`src/rtl/dbx_sym_enc.sv`:
```
// dbx_sym_enc: BPC encoder stage 2, DBX planes to variable-length symbols.
// Emits the base word, then one symbol per non-zero plane or zero run.
package ebpc_pkg;
  localparam int DATA_W     = 8;
  localparam int BLOCK_SIZE = 8;
  localparam int P          = BLOCK_SIZE - 1;
  localparam int POS_W      = $clog2(P);
  localparam int ZRL_W      = $clog2(DATA_W);
  localparam int CW_A = (DATA_W > 1 + P) ? DATA_W : 1 + P;
  localparam int CW_B = (5 + POS_W > 3 + ZRL_W) ?
                        5 + POS_W : 3 + ZRL_W;
  localparam int CODE_W = (CW_A > CW_B) ? CW_A : CW_B;
  localparam int LEN_W  = $clog2(CODE_W + 1);
  localparam int IDX_W  = $clog2(DATA_W + 1);
  localparam int RUN_W  = $clog2(DATA_W + 2);
  localparam int CNT_W  = $clog2(P + 1);

  typedef struct packed {
    logic [0:DATA_W][P-1:0] dbp;
    logic [DATA_W-1:0]      base;
  } dbp_block_t;
endpackage

module dbx_sym_enc
  import ebpc_pkg::*;
(
  input  logic              clk_i,
  input  logic              rst_ni,
  input  dbp_block_t        dbp_block_i,
  input  logic              vld_i,
  output logic              rdy_o,
  input  logic              flush_i,
  output logic [CODE_W-1:0] data_o,
  output logic [LEN_W-1:0]  len_o,
  output logic              vld_o,
  input  logic              rdy_i,
  output logic              flush_o,
  output logic              idle_o
);

  typedef enum logic [1:0] {
    S_IDLE,
    S_BASE,
    S_PLANE,
    S_RUN
  } state_t;

  state_t           r_state;
  state_t           w_state_nxt;
  logic [IDX_W-1:0] r_plane;
  logic [IDX_W-1:0] w_plane_nxt;
  logic [RUN_W-1:0] r_run;
  logic [RUN_W-1:0] w_run_nxt;
  dbp_block_t       r_blk;
  logic             w_load;

  logic [P-1:0]     w_dbp_cur;
  logic [P-1:0]     w_dbp_prv;
  logic [P-1:0]     w_dbx;
  logic             w_last;

  logic [CNT_W-1:0] w_ones;
  logic [POS_W-1:0] w_pos;
  logic             w_adj;

  logic [CODE_W-1:0] w_sym_code;
  logic [LEN_W-1:0]  w_sym_len;
  logic [CODE_W-1:0] w_run_code;
  logic [LEN_W-1:0]  w_run_len;
  logic [RUN_W-1:0]  w_run_m2;

  // DBX of the current plane from the registered block
  always_comb begin
    w_dbp_cur = r_blk.dbp[r_plane];
    w_dbp_prv = '0;
    if (r_plane != '0) begin
      w_dbp_prv = r_blk.dbp[r_plane - 1'b1];
    end
    w_dbx  = w_dbp_cur ^ w_dbp_prv;
    w_last = (r_plane == IDX_W'(DATA_W));
  end

  // popcount, lowest set bit and adjacency of the DBX plane
  always_comb begin
    w_ones = '0;
    w_pos  = '0;
    for (int i = P - 1; i >= 0; i--) begin
      w_ones = w_ones + CNT_W'(w_dbx[i]);
      if (w_dbx[i]) begin
        w_pos = POS_W'(i);
      end
    end
    w_adj = |(w_dbx & (w_dbx >> 1));
  end

  // plane symbol, first matching class wins
  always_comb begin
    w_sym_code = CODE_W'({1'b1, w_dbx});
    w_sym_len  = LEN_W'(1 + P);
    if (&w_dbx) begin
      w_sym_code = CODE_W'(5'b00000);
      w_sym_len  = LEN_W'(5);
    end else if (w_dbp_cur == '0) begin
      w_sym_code = CODE_W'(5'b00001);
      w_sym_len  = LEN_W'(5);
    end else if (w_ones == CNT_W'(2) && w_adj) begin
      w_sym_code = CODE_W'({5'b00010, w_pos});
      w_sym_len  = LEN_W'(5 + POS_W);
    end else if (w_ones == CNT_W'(1)) begin
      w_sym_code = CODE_W'({5'b00011, w_pos});
      w_sym_len  = LEN_W'(5 + POS_W);
    end
  end

  // zero-run symbol for the pending run count
  always_comb begin
    w_run_m2   = r_run - RUN_W'(2);
    w_run_code = CODE_W'(2'b01);
    w_run_len  = LEN_W'(2);
    if (r_run != RUN_W'(1)) begin
      w_run_code = CODE_W'({3'b001, w_run_m2[ZRL_W-1:0]});
      w_run_len  = LEN_W'(3 + ZRL_W);
    end
  end

  // next state and handshake outputs
  always_comb begin
    w_state_nxt = r_state;
    w_plane_nxt = r_plane;
    w_run_nxt   = r_run;
    w_load      = 1'b0;
    rdy_o       = 1'b0;
    vld_o       = 1'b0;
    data_o      = '0;
    len_o       = '0;
    flush_o     = 1'b0;
    idle_o      = 1'b0;
    unique case (r_state)
      S_IDLE: begin
        rdy_o   = 1'b1;
        idle_o  = ~vld_i;
        flush_o = flush_i & ~vld_i;
        if (vld_i) begin
          w_load      = 1'b1;
          w_state_nxt = S_BASE;
        end
      end
      S_BASE: begin
        vld_o  = 1'b1;
        data_o = CODE_W'(r_blk.base);
        len_o  = LEN_W'(DATA_W);
        if (rdy_i) begin
          w_plane_nxt = '0;
          w_run_nxt   = '0;
          w_state_nxt = S_PLANE;
        end
      end
      S_PLANE: begin
        if (w_dbx == '0) begin
          w_run_nxt = r_run + 1'b1;
          if (w_last) begin
            w_state_nxt = S_RUN;
          end else begin
            w_plane_nxt = r_plane + 1'b1;
          end
        end else if (r_run != '0) begin
          vld_o  = 1'b1;
          data_o = w_run_code;
          len_o  = w_run_len;
          if (rdy_i) begin
            w_run_nxt = '0;
          end
        end else begin
          vld_o  = 1'b1;
          data_o = w_sym_code;
          len_o  = w_sym_len;
          if (rdy_i) begin
            if (w_last) begin
              w_state_nxt = S_IDLE;
            end else begin
              w_plane_nxt = r_plane + 1'b1;
            end
          end
        end
      end
      S_RUN: begin
        vld_o  = 1'b1;
        data_o = w_run_code;
        len_o  = w_run_len;
        if (rdy_i) begin
          w_run_nxt   = '0;
          w_state_nxt = S_IDLE;
        end
      end
      default: begin
        w_state_nxt = S_IDLE;
      end
    endcase
  end

  // state, counters and block register
  always_ff @(posedge clk_i or negedge rst_ni) begin
    if (!rst_ni) begin
      r_state <= S_IDLE;
      r_plane <= '0;
      r_run   <= '0;
      r_blk   <= '0;
    end else begin
      r_state <= w_state_nxt;
      r_plane <= w_plane_nxt;
      r_run   <= w_run_nxt;
      if (w_load) begin
        r_blk <= dbp_block_i;
      end
    end
  end

endmodule

```
`config.mk`:
```
export PLATFORM = sky130hd
export DESIGN_NAME = dbx_sym_enc
export DESIGN_NICKNAME = d
export VERILOG_FILES = /design/src/rtl/dbx_sym_enc.sv
export SDC_FILE = /design/constraint.sdc
export NUM_CORES = 1
export LEC_CHECK = 0
export ABC_CLOCK_PERIOD_IN_PS = 22200
export CAP_MARGIN = 25
export CORE_MARGIN = 2
export CORE_UTILIZATION = 45
export CTS_CLUSTER_DIAMETER = 60
export DETAILED_ROUTE_END_ITERATION = 8
export PLACE_DENSITY = 0.69
export SYNTH_ARGS = -nofsm -noshare
export SYNTH_HDL_FRONTEND = slang
export SYNTH_SLANG_ARGS = --single-unit
export TNS_END_PERCENT = 1
```
`constraint.sdc`:
```
create_clock -name clk_i -period 22.2 [get_ports clk_i]
set_input_delay 5.55 -clock clk_i [delete_from_list [all_inputs] [get_ports clk_i]]
set_output_delay 5.55 -clock clk_i [all_outputs]
set_load 0.03 [all_outputs]
```
==> summary.txt <==
Global routing
  • Vias in the first global route: ~4300
  • Largest net degree at the start of global routing: 82
  • Global route total overflow: 0
  • Initial antenna violation count: 0
  • Global Route Usage Sum: 20.67%
  • First-pass GRT wire length: 21050 um

Critical path
  • CP cell instances: buf_4, inv_1, ha_1, buf_16, mux4_2, mux2i_1, mux2i_1, nand2_1, xor2_1, inv_1, fa_1, fa_1, inv_1, fa_1, fa_1, nand2b_1, or2_2, a211oi_1, or3_1, a31oi_1, o211ai_1, clkdlybuf4s50_1
  • Crit Path Class: flip-flop to output port
  • Worst R2R End: r_state[1]$_DFFE_PN0P_
  • Crit-path max FO: between 60 and 70
  • Crit. Startpoint: r_plane[0]$_DFFE_PN0P_
  • R2R Path Start: r_plane[0]$_DFFE_PN0P_
  • Critical-path top delay cell: clkdlybuf4s50_1
  • Crit path DAT: 7.88 ns
  • Worst R2R Path Depth: 15
  • Startpoint types: flip-flop
  • Crit path largest cell delay: around 0.70 ns
  • Worst reg2reg setup slack: approximately 17 ns
  • CP required: 16.65 ns
  • Crit end category: output port
  • Worst setup path endpoint: data_o[0]
  • Crit-path most repeated cell: fa_1

Clock network
  • Post-CTS setup buffer count: 0
  • Cts hold-fix bufs: 0
  • TritonCTS Buffers: 9
  • CTS clk-pin slew, worst paths: 0.06 ns
  • CTS sink count: between 80 and 90
  • Clock root buffer: clkbuf_16
  • Post-CTS Resized: 0
  • Clk Latency, worst-skew pair: around 0.34 ns
  • CTS tree: done
  • H-tree lvl count: 3
  • Clk buf depth: 2

Outcome
  • Status: finished, final reports clean

Layout
  • Post-synthesis to final-layout area growth: 24.36%
  • Post-layout instance area: 0.006528 mm2
  • Share of cells above drive strength 1: 21.48%
  • Antenna cells: 0
  • Post-Layout Cell Count: about 700
  • Nets: 638
  • Fill cells: 1006

Logic synthesis
  • Flops & latches, synth: 81
  • Cells after Synth: ~480
  • Sequential area share after synthesis: 38.62%
  • Post-synth EDFFs: 0
  • Syn Std Cell Area: 0.005249 mm2
  • Post-synth net total: 564
  • Cell variety after synth: 57
  • Mean Syn Cell Area: about 11 um2
  • Top FF cell, synth: dfrtp_1
  • Async set-reset flop share out of synthesis: 100.0%
  • Ys Warns: 0

Detailed routing
  • Iteration-0 DRC Markers: ~290
  • ANT nets after route: 0
  • Drt pass-1 iters: 5
  • Total Wirelength: between 10000 and 15000 um
  • Avg WL per Cell: about 18 um
  • # DRC: 0
  • Vias per inst: around 5.9
  • Vias: ~4100

Place
  • Port buffer count: just over 90
  • Inst Count DP: 679
  • Hpwl dp: 8962 um
  • Placed Area: 0.006183 mm2
  • Routability Congestion: 0.8707

Job
  • Max_cap viols: 0

STA
  • Unrepaired setup endpoints after global routing: false
  • Tcrit/Tclk final: 60.48%
  • Final TNS setup: 0 ns
  • Clock Skew: a little under 0.005 ns
  • Final setup vio count: 0
  • Max-slew headroom: 48.03%
  • Worst slew pin tran: roughly 0.77 ns
  • Tmin final: about 13 ns
  • Final count of pins violating max slew: 0
  • Fmax: around 74 MHz
  • Hold Slack: a little over 0.5 ns
  • Final hold viol count: 0

Floorplan
  • Die X: ~110 um
  • I/O pin total: slightly above 90
  • DIE HEIGHT: between 100 and 150 um
  • Initial Utilization: 45.97%
  • Number of placement rows: 39
  • Core Footprint: ~0.011 mm2
  • Die area: about 0.013 mm2

Hold path
  • Hold Path Class: flip-flop to flip-flop
placed cells by master, fill, tap and decap left out, types with 8 or more instances in the layout:
master | synthesis | routed
mux4_2 | 12 | 12
mux2_2 | 75 | 75
and2_1 | 10 | 9
nor2b_1 | 8 | 8
a21oi_1 | 9 | 9
clkdlybuf4s50_1 | 0 | 90
inv_1 | 16 | 16
nor3b_1 | 20 | 20
dfrtp_1 | 81 | 80
nor2_1 | 16 | 16
nor3_1 | 16 | 16
a211oi_1 | 10 | 10
mux2i_1 | 27 | 27
nand2_1 | 28 | 28
clkbuf_16 | 0 | 9
o21ai_0 | 12 | 12
ha_1 | 9 | 9
per-stage QoR:
step / util, % / setup WS [ns]
floorplan: - / 9.952
global placement: 54.15 / 9.069
detailed placement: 54.15 / 8.744
CTS: 56.75 / 8.359
global route: 57.17 / 8.223
finish: 57.17 / 8.773
kinds of logic (layout without fill, tap and decap cells):
| logic type | after synthesis | count (layout) | share of synthesized area [%] |
|---|---|---|---|
| flip-flops | 81 | 81 | 38.62 |
| multiplexers | 115 | 115 | 26.60 |
| adder cells (fa/ha/maj) | 13 | 13 | 3.671 |
| buffers and inverters | 50 | 129 | 4.600 |
| AND/OR/NAND/NOR | 126 | 126 | 13.33 |
| AO/OA/AOI/OAI | 81 | 81 | 11.39 |
| XOR/XNOR | 9 | 9 | 1.788 |
per-layer routing:
layer  share of wire, %  track usage, %  vias to the layer above
met2                 47           33.86                      142
li1                   -               -                     1928
met3                5.3           3.865                       34
met5                  0               0                        -
met4                3.1           8.618                        0
met1                 45           27.14                     2005
worst min-delay path by stage:
stage,depth (start not counted),end,from
after floorplan,1,r_blk[0]$_DFFE_PN0P_,r_blk[0]$_DFFE_PN0P_
after global placement,1,r_blk[7]$_DFFE_PN0P_,r_blk[7]$_DFFE_PN0P_
after detailed placement,1,r_blk[3]$_DFFE_PN0P_,r_blk[3]$_DFFE_PN0P_
after CTS,1,r_blk[3]$_DFFE_PN0P_,r_blk[3]$_DFFE_PN0P_
after global routing,1,r_blk[3]$_DFFE_PN0P_,r_blk[3]$_DFFE_PN0P_
final,1,r_blk[3]$_DFFE_PN0P_,r_blk[3]$_DFFE_PN0P_
sequential cells by signal, indices dropped and copies added (netlist names):
signal	cells
r_blk	71
r_plane	4
r_run	4
r_state	2
layout make-up:
| type | instances | area [um2] | share of cell area, % |
|---|---|---|---|
| Inverter | 17 | 63.81 | 0.9776 |
| Tap cell | 143 | 178.9 | 2.741 |
| Multi-Input combinational cell | 344 | 2982 | 45.68 |
| Sequential cell | 81 | 2028 | 31.07 |
| Timing Repair Buffer | 96 | 978.4 | 14.99 |
| Clock inverter | 6 | 67.56 | 1.035 |
| Clock buffer | 10 | 229.0 | 3.508 |
Yosys cell counts (all sizes together) (4+ instances only):
cell     number  area share, %
nor3b        20            2.9
o2111ai       7            1.2
nand2        28            2.0
mux4         12            5.1
ha            9            2.1
buf          15            2.1
nand3b        4           0.57
dfrtp        81             39
mux2i        27            5.1
clkbuf       18            1.3
a211oi       10            1.4
xnor2         6            1.1
nor2b         8           0.95
o2bb2ai       7            1.3
a21o          7            1.0
o21ai        12            1.1
mux2         76             16
nor3         16            1.5
a2111oi       6            1.0
nor2         16            1.1
and2         10            1.2
fa            4            1.5
o211ai        5           0.72
inv          17            1.2
a21oi         9           0.86
nand3         4           0.38
worst max-delay path: cells and delay by family, from the launching register on:
| family | cells | cell delay, ns |
|---|---|---|
| simple gates | 4 | 0.91 |
| fa+ha+maj | 5 | 2.47 |
| compound gates | 3 | 0.75 |
| flops | 1 | 0.34 |
| mux | 3 | 0.76 |
| xor+xnor | 1 | 0.34 |
| buf+inv | 6 | 1.93 |
Power is not shown: default switching activity piles up to over one toggle a cycle in this logic, so the estimate is an artifact.
